==> src/rtl/mult_share_arb_pkg.sv <==
// Shared types and constants for the shared-multiplier arbiter and its core.
package mult_pkg;

    // Operand width; products are twice as wide.
    localparam int WIDTH  = 4;
    localparam int PWIDTH = 2 * WIDTH;

    // Sequencer states.
    typedef enum logic [1:0] {
        IDLE = 2'd0,
        CALC = 2'd1,
        RESP = 2'd2
    } state_e;

    // Requester index, used both for the transaction owner and for priority.
    typedef logic port_t;
    localparam port_t PORT0 = 1'b0;
    localparam port_t PORT1 = 1'b1;

    // One full-adder cell: returns {carry_out, sum}.
    function automatic logic [1:0] full_add(input logic x, input logic y, input logic c);
        full_add = {(x & y) | (c & (x ^ y)), x ^ y ^ c};
    endfunction

endpackage

==> src/rtl/mult_share_arb.sv <==
// Round-robin arbiter and sequencer that time-shares one external
// combinational multiplier between two valid/ready requesters.
module mult_share_arb
    import mult_pkg::*;
(
    input  logic              clk,
    input  logic              rst_n,
    input  logic              req0_valid,
    output logic              req0_ready,
    input  logic [WIDTH-1:0]  req0_a,
    input  logic [WIDTH-1:0]  req0_b,
    input  logic              req1_valid,
    output logic              req1_ready,
    input  logic [WIDTH-1:0]  req1_a,
    input  logic [WIDTH-1:0]  req1_b,
    output logic              rsp0_valid,
    input  logic              rsp0_ready,
    output logic              rsp1_valid,
    input  logic              rsp1_ready,
    output logic [PWIDTH-1:0] rsp_p,
    output logic [WIDTH-1:0]  mul_a,
    output logic [WIDTH-1:0]  mul_b,
    input  logic [PWIDTH-1:0] mul_p,
    output logic [7:0]        op_count,
    output logic              busy
);

    state_e             state_q,  state_d;
    port_t              owner_q,  owner_d;
    port_t              prio_q,   prio_d;
    logic [WIDTH-1:0]   a_q,      a_d;
    logic [WIDTH-1:0]   b_q,      b_d;
    logic [PWIDTH-1:0]  result_q, result_d;
    logic [7:0]         count_q,  count_d;

    logic   idle_s;
    logic   calc_s;
    logic   resp_s;
    logic   any_req_s;
    port_t  grant_s;
    logic   owner_ready_s;

    assign idle_s    = (state_q == IDLE);
    assign calc_s    = (state_q == CALC);
    assign resp_s    = (state_q == RESP);
    assign any_req_s = req0_valid | req1_valid;

    // Port 1 wins when it is the only requester or when it holds priority.
    assign grant_s = (req1_valid & (prio_q | ~req0_valid)) ? PORT1 : PORT0;

    // Acceptance is the only combinational path to an output.
    assign req0_ready = idle_s & req0_valid & (grant_s == PORT0);
    assign req1_ready = idle_s & req1_valid & (grant_s == PORT1);

    assign owner_ready_s = (owner_q == PORT1) ? rsp1_ready : rsp0_ready;

    assign rsp0_valid = resp_s & (owner_q == PORT0);
    assign rsp1_valid = resp_s & (owner_q == PORT1);
    assign rsp_p      = result_q;
    assign mul_a      = calc_s ? a_q : {WIDTH{1'b0}};
    assign mul_b      = calc_s ? b_q : {WIDTH{1'b0}};
    assign op_count   = count_q;
    assign busy       = ~idle_s;

    // Next-state logic: accept in IDLE, sample the core in CALC, hand off in RESP.
    always_comb begin
        state_d  = state_q;
        owner_d  = owner_q;
        prio_d   = prio_q;
        a_d      = a_q;
        b_d      = b_q;
        result_d = result_q;
        count_d  = count_q;
        case (state_q)
            IDLE: begin
                if (any_req_s) begin
                    owner_d = grant_s;
                    a_d     = (grant_s == PORT1) ? req1_a : req0_a;
                    b_d     = (grant_s == PORT1) ? req1_b : req0_b;
                    state_d = CALC;
                end else begin
                    state_d = IDLE;
                end
            end
            CALC: begin
                result_d = mul_p;
                state_d  = RESP;
            end
            RESP: begin
                if (owner_ready_s) begin
                    count_d = count_q + 8'd1;
                    prio_d  = ~owner_q;
                    state_d = IDLE;
                end else begin
                    state_d = RESP;
                end
            end
            default: begin
                state_d = IDLE;
            end
        endcase
    end

    // State and datapath registers; reset abandons any transaction in flight.
    always_ff @(posedge clk or negedge rst_n) begin
        if (!rst_n) begin
            state_q  <= IDLE;
            owner_q  <= PORT0;
            prio_q   <= PORT0;
            a_q      <= {WIDTH{1'b0}};
            b_q      <= {WIDTH{1'b0}};
            result_q <= {PWIDTH{1'b0}};
            count_q  <= 8'd0;
        end else begin
            state_q  <= state_d;
            owner_q  <= owner_d;
            prio_q   <= prio_d;
            a_q      <= a_d;
            b_q      <= b_d;
            result_q <= result_d;
            count_q  <= count_d;
        end
    end

endmodule

==> config.mk <==
export PLATFORM = sky130hd
export DESIGN_NAME = mult_share_arb
export DESIGN_NICKNAME = d
export VERILOG_FILES = /design/src/rtl/mult_share_arb_pkg.sv /design/src/rtl/mult_share_arb.sv
export SDC_FILE = /design/constraint.sdc
export NUM_CORES = 1
export LEC_CHECK = 0
export CORE_ASPECT_RATIO = 1.75
export CORE_MARGIN = 1.5
export CORE_UTILIZATION = 42
export DETAILED_ROUTE_END_ITERATION = 10
export PLACE_DENSITY = 0.8
export SLEW_MARGIN = 40
export SYNTH_ARGS = -nofsm -noshare
export SYNTH_HDL_FRONTEND = slang
export SYNTH_SLANG_ARGS = --single-unit
==> constraint.sdc <==
create_clock -name clk -period 3.7 [get_ports clk]
set_clock_uncertainty 0.15 [all_clocks]
set_input_delay 0.74 -clock clk [delete_from_list [all_inputs] [get_ports clk]]
set_output_delay 0.74 -clock clk [all_outputs]
set_load 0.05 [all_outputs]
==> impl_metrics.env <==
export IMPL_outcome="completed"
export IMPL_viasPerCell=5.18
export IMPL_cp_top_family="buffers and inverters"
export IMPL_syn_to_final_growth_pct=50.1
export IMPL_cts_resized=0
export IMPL_coreArea_um2=3140
export IMPL_n_antenna_cell=0
export IMPL_powerDensity_nw_per_um2=924
export IMPL_maxSlewViolCount=0
export IMPL_grt_pass1_vias=1256
export IMPL_dp_hpwl_um=2690
export IMPL_hp_start="op_count[7]$_DFFE_PN0P_"
export IMPL_placed_area_um2=1980
export IMPL_max_stage_delay_ps=810
export IMPL_cts_num_sinks=28
export IMPL_final_cell_area_um2=2050
export IMPL_die_w_um=46.2
export IMPL_htree_levels=1
export IMPL_critical_path_required_ps=2810
export IMPL_worstSetupPathType="reg2out"
export IMPL_vdd_drop_max_uv=587
export IMPL_worstMarginPinSlew_ps=540
export IMPL_worstHoldPathType="reg2reg"
export IMPL_finalCritPeriodShare=0.850
export IMPL_antenna_found_initial=0
export IMPL_layout_nets=231
export IMPL_cp_end_kind="output pin"
export IMPL_ys_types=29
export IMPL_cts_path_max_buffers=2
export IMPL_boundaryPins=59
export IMPL_crit_path_top_delay_cell="clkdlybuf4s50_1"
export IMPL_power_total_uw=1900
export IMPL_syn_avg_cell_area_um2=9.71
export IMPL_cts_tree="built"
export IMPL_path_cells="and2b_1, and2_1, clkdlybuf4s50_1"
export IMPL_power_leakage_uw=0.000880
export IMPL_reg2reg_from="state_q[1]$_DFF_PN0_"
export IMPL_cts_setup_buffers=0
export IMPL_ys_seq_area_frac=0.512
export IMPL_regToRegSetupSlack_ps=2210
export IMPL_tns_ps=0
export IMPL_postSynthCellCount=141
export IMPL_io_buffers=58
export IMPL_maxCapViolations=0
export IMPL_die_h_um=78.5
export IMPL_dp_cells=238
export IMPL_final_common_cell="clkdlybuf4s50_1"
export IMPL_clock_fmax_mhz=318
export IMPL_hold_viol_final=0
export IMPL_firstDrtPassIters=4
export IMPL_reg2reg_to="a_q[3]$_DFFE_PN0P_"
export IMPL_syn_nets=172
export IMPL_synth_warnings=0
export IMPL_ys_ff_latch=28
export IMPL_final_cell_mix="clkdlybuf4s50_1 (56), dfrtp_1 (28), nand2_1 (25)"
export IMPL_stdcell_count=242
export IMPL_clkSlewWorstSetupHoldPaths_ps=90
export IMPL_syn_cell_area_um2=1370
export IMPL_min_period_ps=3150
export IMPL_grt_max_degree=29
export IMPL_clock_latency_ps=270
export IMPL_wire_per_inst_um=14.1
export IMPL_dr_first_iter_drc_count=19
export IMPL_final_setup_viol_count=0
export IMPL_min_to="op_count[7]$_DFFE_PN0P_"
export IMPL_start_kind="flop"
export IMPL_drc=0
export IMPL_num_rows=27
export IMPL_cts_root_buf="clkbuf_8"
export IMPL_routed_wl_um=3410
export IMPL_arrival_ps=2260
export IMPL_grt_usage=0.200
export IMPL_post_place_ws_ps=793
export IMPL_drive_gt1_frac=0.0754
export IMPL_min_delay_path_depth=1
export IMPL_hold_buffers=0
export IMPL_grt_first_pass_wirelength_um=5440
export IMPL_cp_num_buf_inv=1
export IMPL_reg2reg_depth=4
export IMPL_initial_utilization=0.436
export IMPL_drtAntennaViolNets=0
export IMPL_grt_overflow_total=0
export IMPL_slew_headroom=0.639
export IMPL_rsz0062_at_grt="no"
export IMPL_gp_congestion=0.744
export IMPL_cts_made_buffers=3
export IMPL_fin_ws_ps=554
export IMPL_vias=1253
export IMPL_die_area_um2=3620
export IMPL_path_max_fanout=16
[through the flow]
stage	hold slack (ps)	utilization
2_1_floorplan	294	-
3_3_place_gp	308	0.631
3_5_place_dp	311	0.631
4_1_cts	324	0.654
5_1_grt	328	0.654
6_report	318	0.654
[final cells by class]
| class | instances | area (um2) |
|---|---|---|
| clock inverter | 1 | 30.0 |
| clock buffer | 3 | 41.3 |
| timing repair buffer | 59 | 583 |
| sequential | 28 | 701 |
| multi-input combinational | 106 | 638 |
| tap | 43 | 53.8 |
| inverter | 2 | 7.51 |
| fill | 253 | 1090 |
[worst max path at each step]
stage / slack [ps] / endpoint / cells past startpoint / from
after global routing: 460 / mul_a[1] / 3 / state_q[1]$_DFF_PN0_
after detailed placement: 790 / req0_ready / 5 / req0_valid
after floorplan: 1060 / req1_ready / 3 / req1_valid
final: 550 / mul_a[1] / 3 / state_q[1]$_DFF_PN0_
after CTS: 550 / mul_a[1] / 3 / state_q[1]$_DFF_PN0_
after global placement: 860 / req0_ready / 5 / req0_valid
[synthesized netlist by cell type, drive strengths merged]
cell    count  share of area
dfrtp      28           0.51
nand2      26          0.073
nand3      12          0.044
o21ai      11          0.040
and2        9          0.041
a21oi       8          0.029
a31oi       8          0.037
xnor2       6          0.038
nor2        5          0.025
buf         4          0.014
and3        3          0.014
nand2b      3          0.016
nand4       3          0.014
and2b       2          0.013
and4        2          0.013
inv         2         0.0055
mux2        2          0.022
a22o        1         0.0064
clkbuf      1         0.0027
ha          1         0.0091
nor2b       1         0.0046
nor4b       1          0.017
or2         1         0.0046
xor2        1         0.0064
[kinds of logic after synthesis]
group           count (synthesis)  share of synthesized area
compound gates                 28                      0.112
xor+xnor                        7                     0.0448
fa+ha+maj                       1                    0.00914
buf+inv                         7                     0.0219
flops                          28                      0.512
mux                             2                     0.0219
simple gates                   68                      0.278
[worst register-to-register path, stage by stage (launching register included)]
cell     delay [ps]
dfrtp_1         450
nor2_4          260
inv_1           160
nor2_4          230
a31oi_1         120
[state kept, by name (all words and copies together) (netlist names)]
register,cells
prio_q,1
b_q,4
state_q,2
rsp_p,8
a_q,4
owner_q,1
op_count,8
[where the power goes]
| part | switching [uW] | internal (uW) | total [uW] |
|---|---|---|---|
| Clock | 92.5 | 145 | 237 |
| Sequential | 112 | 439 | 551 |
| Combinational | 723 | 388 | 1110 |
[routing by layer]
metal / global-route usage / part of all wire
met1: 0.220 / 0.38
met2: 0.365 / 0.56
met3: 0.0322 / 0.040
met4: 0.0629 / 0.022
met5: 0 / 0
Power figures use the tool's default switching activity.
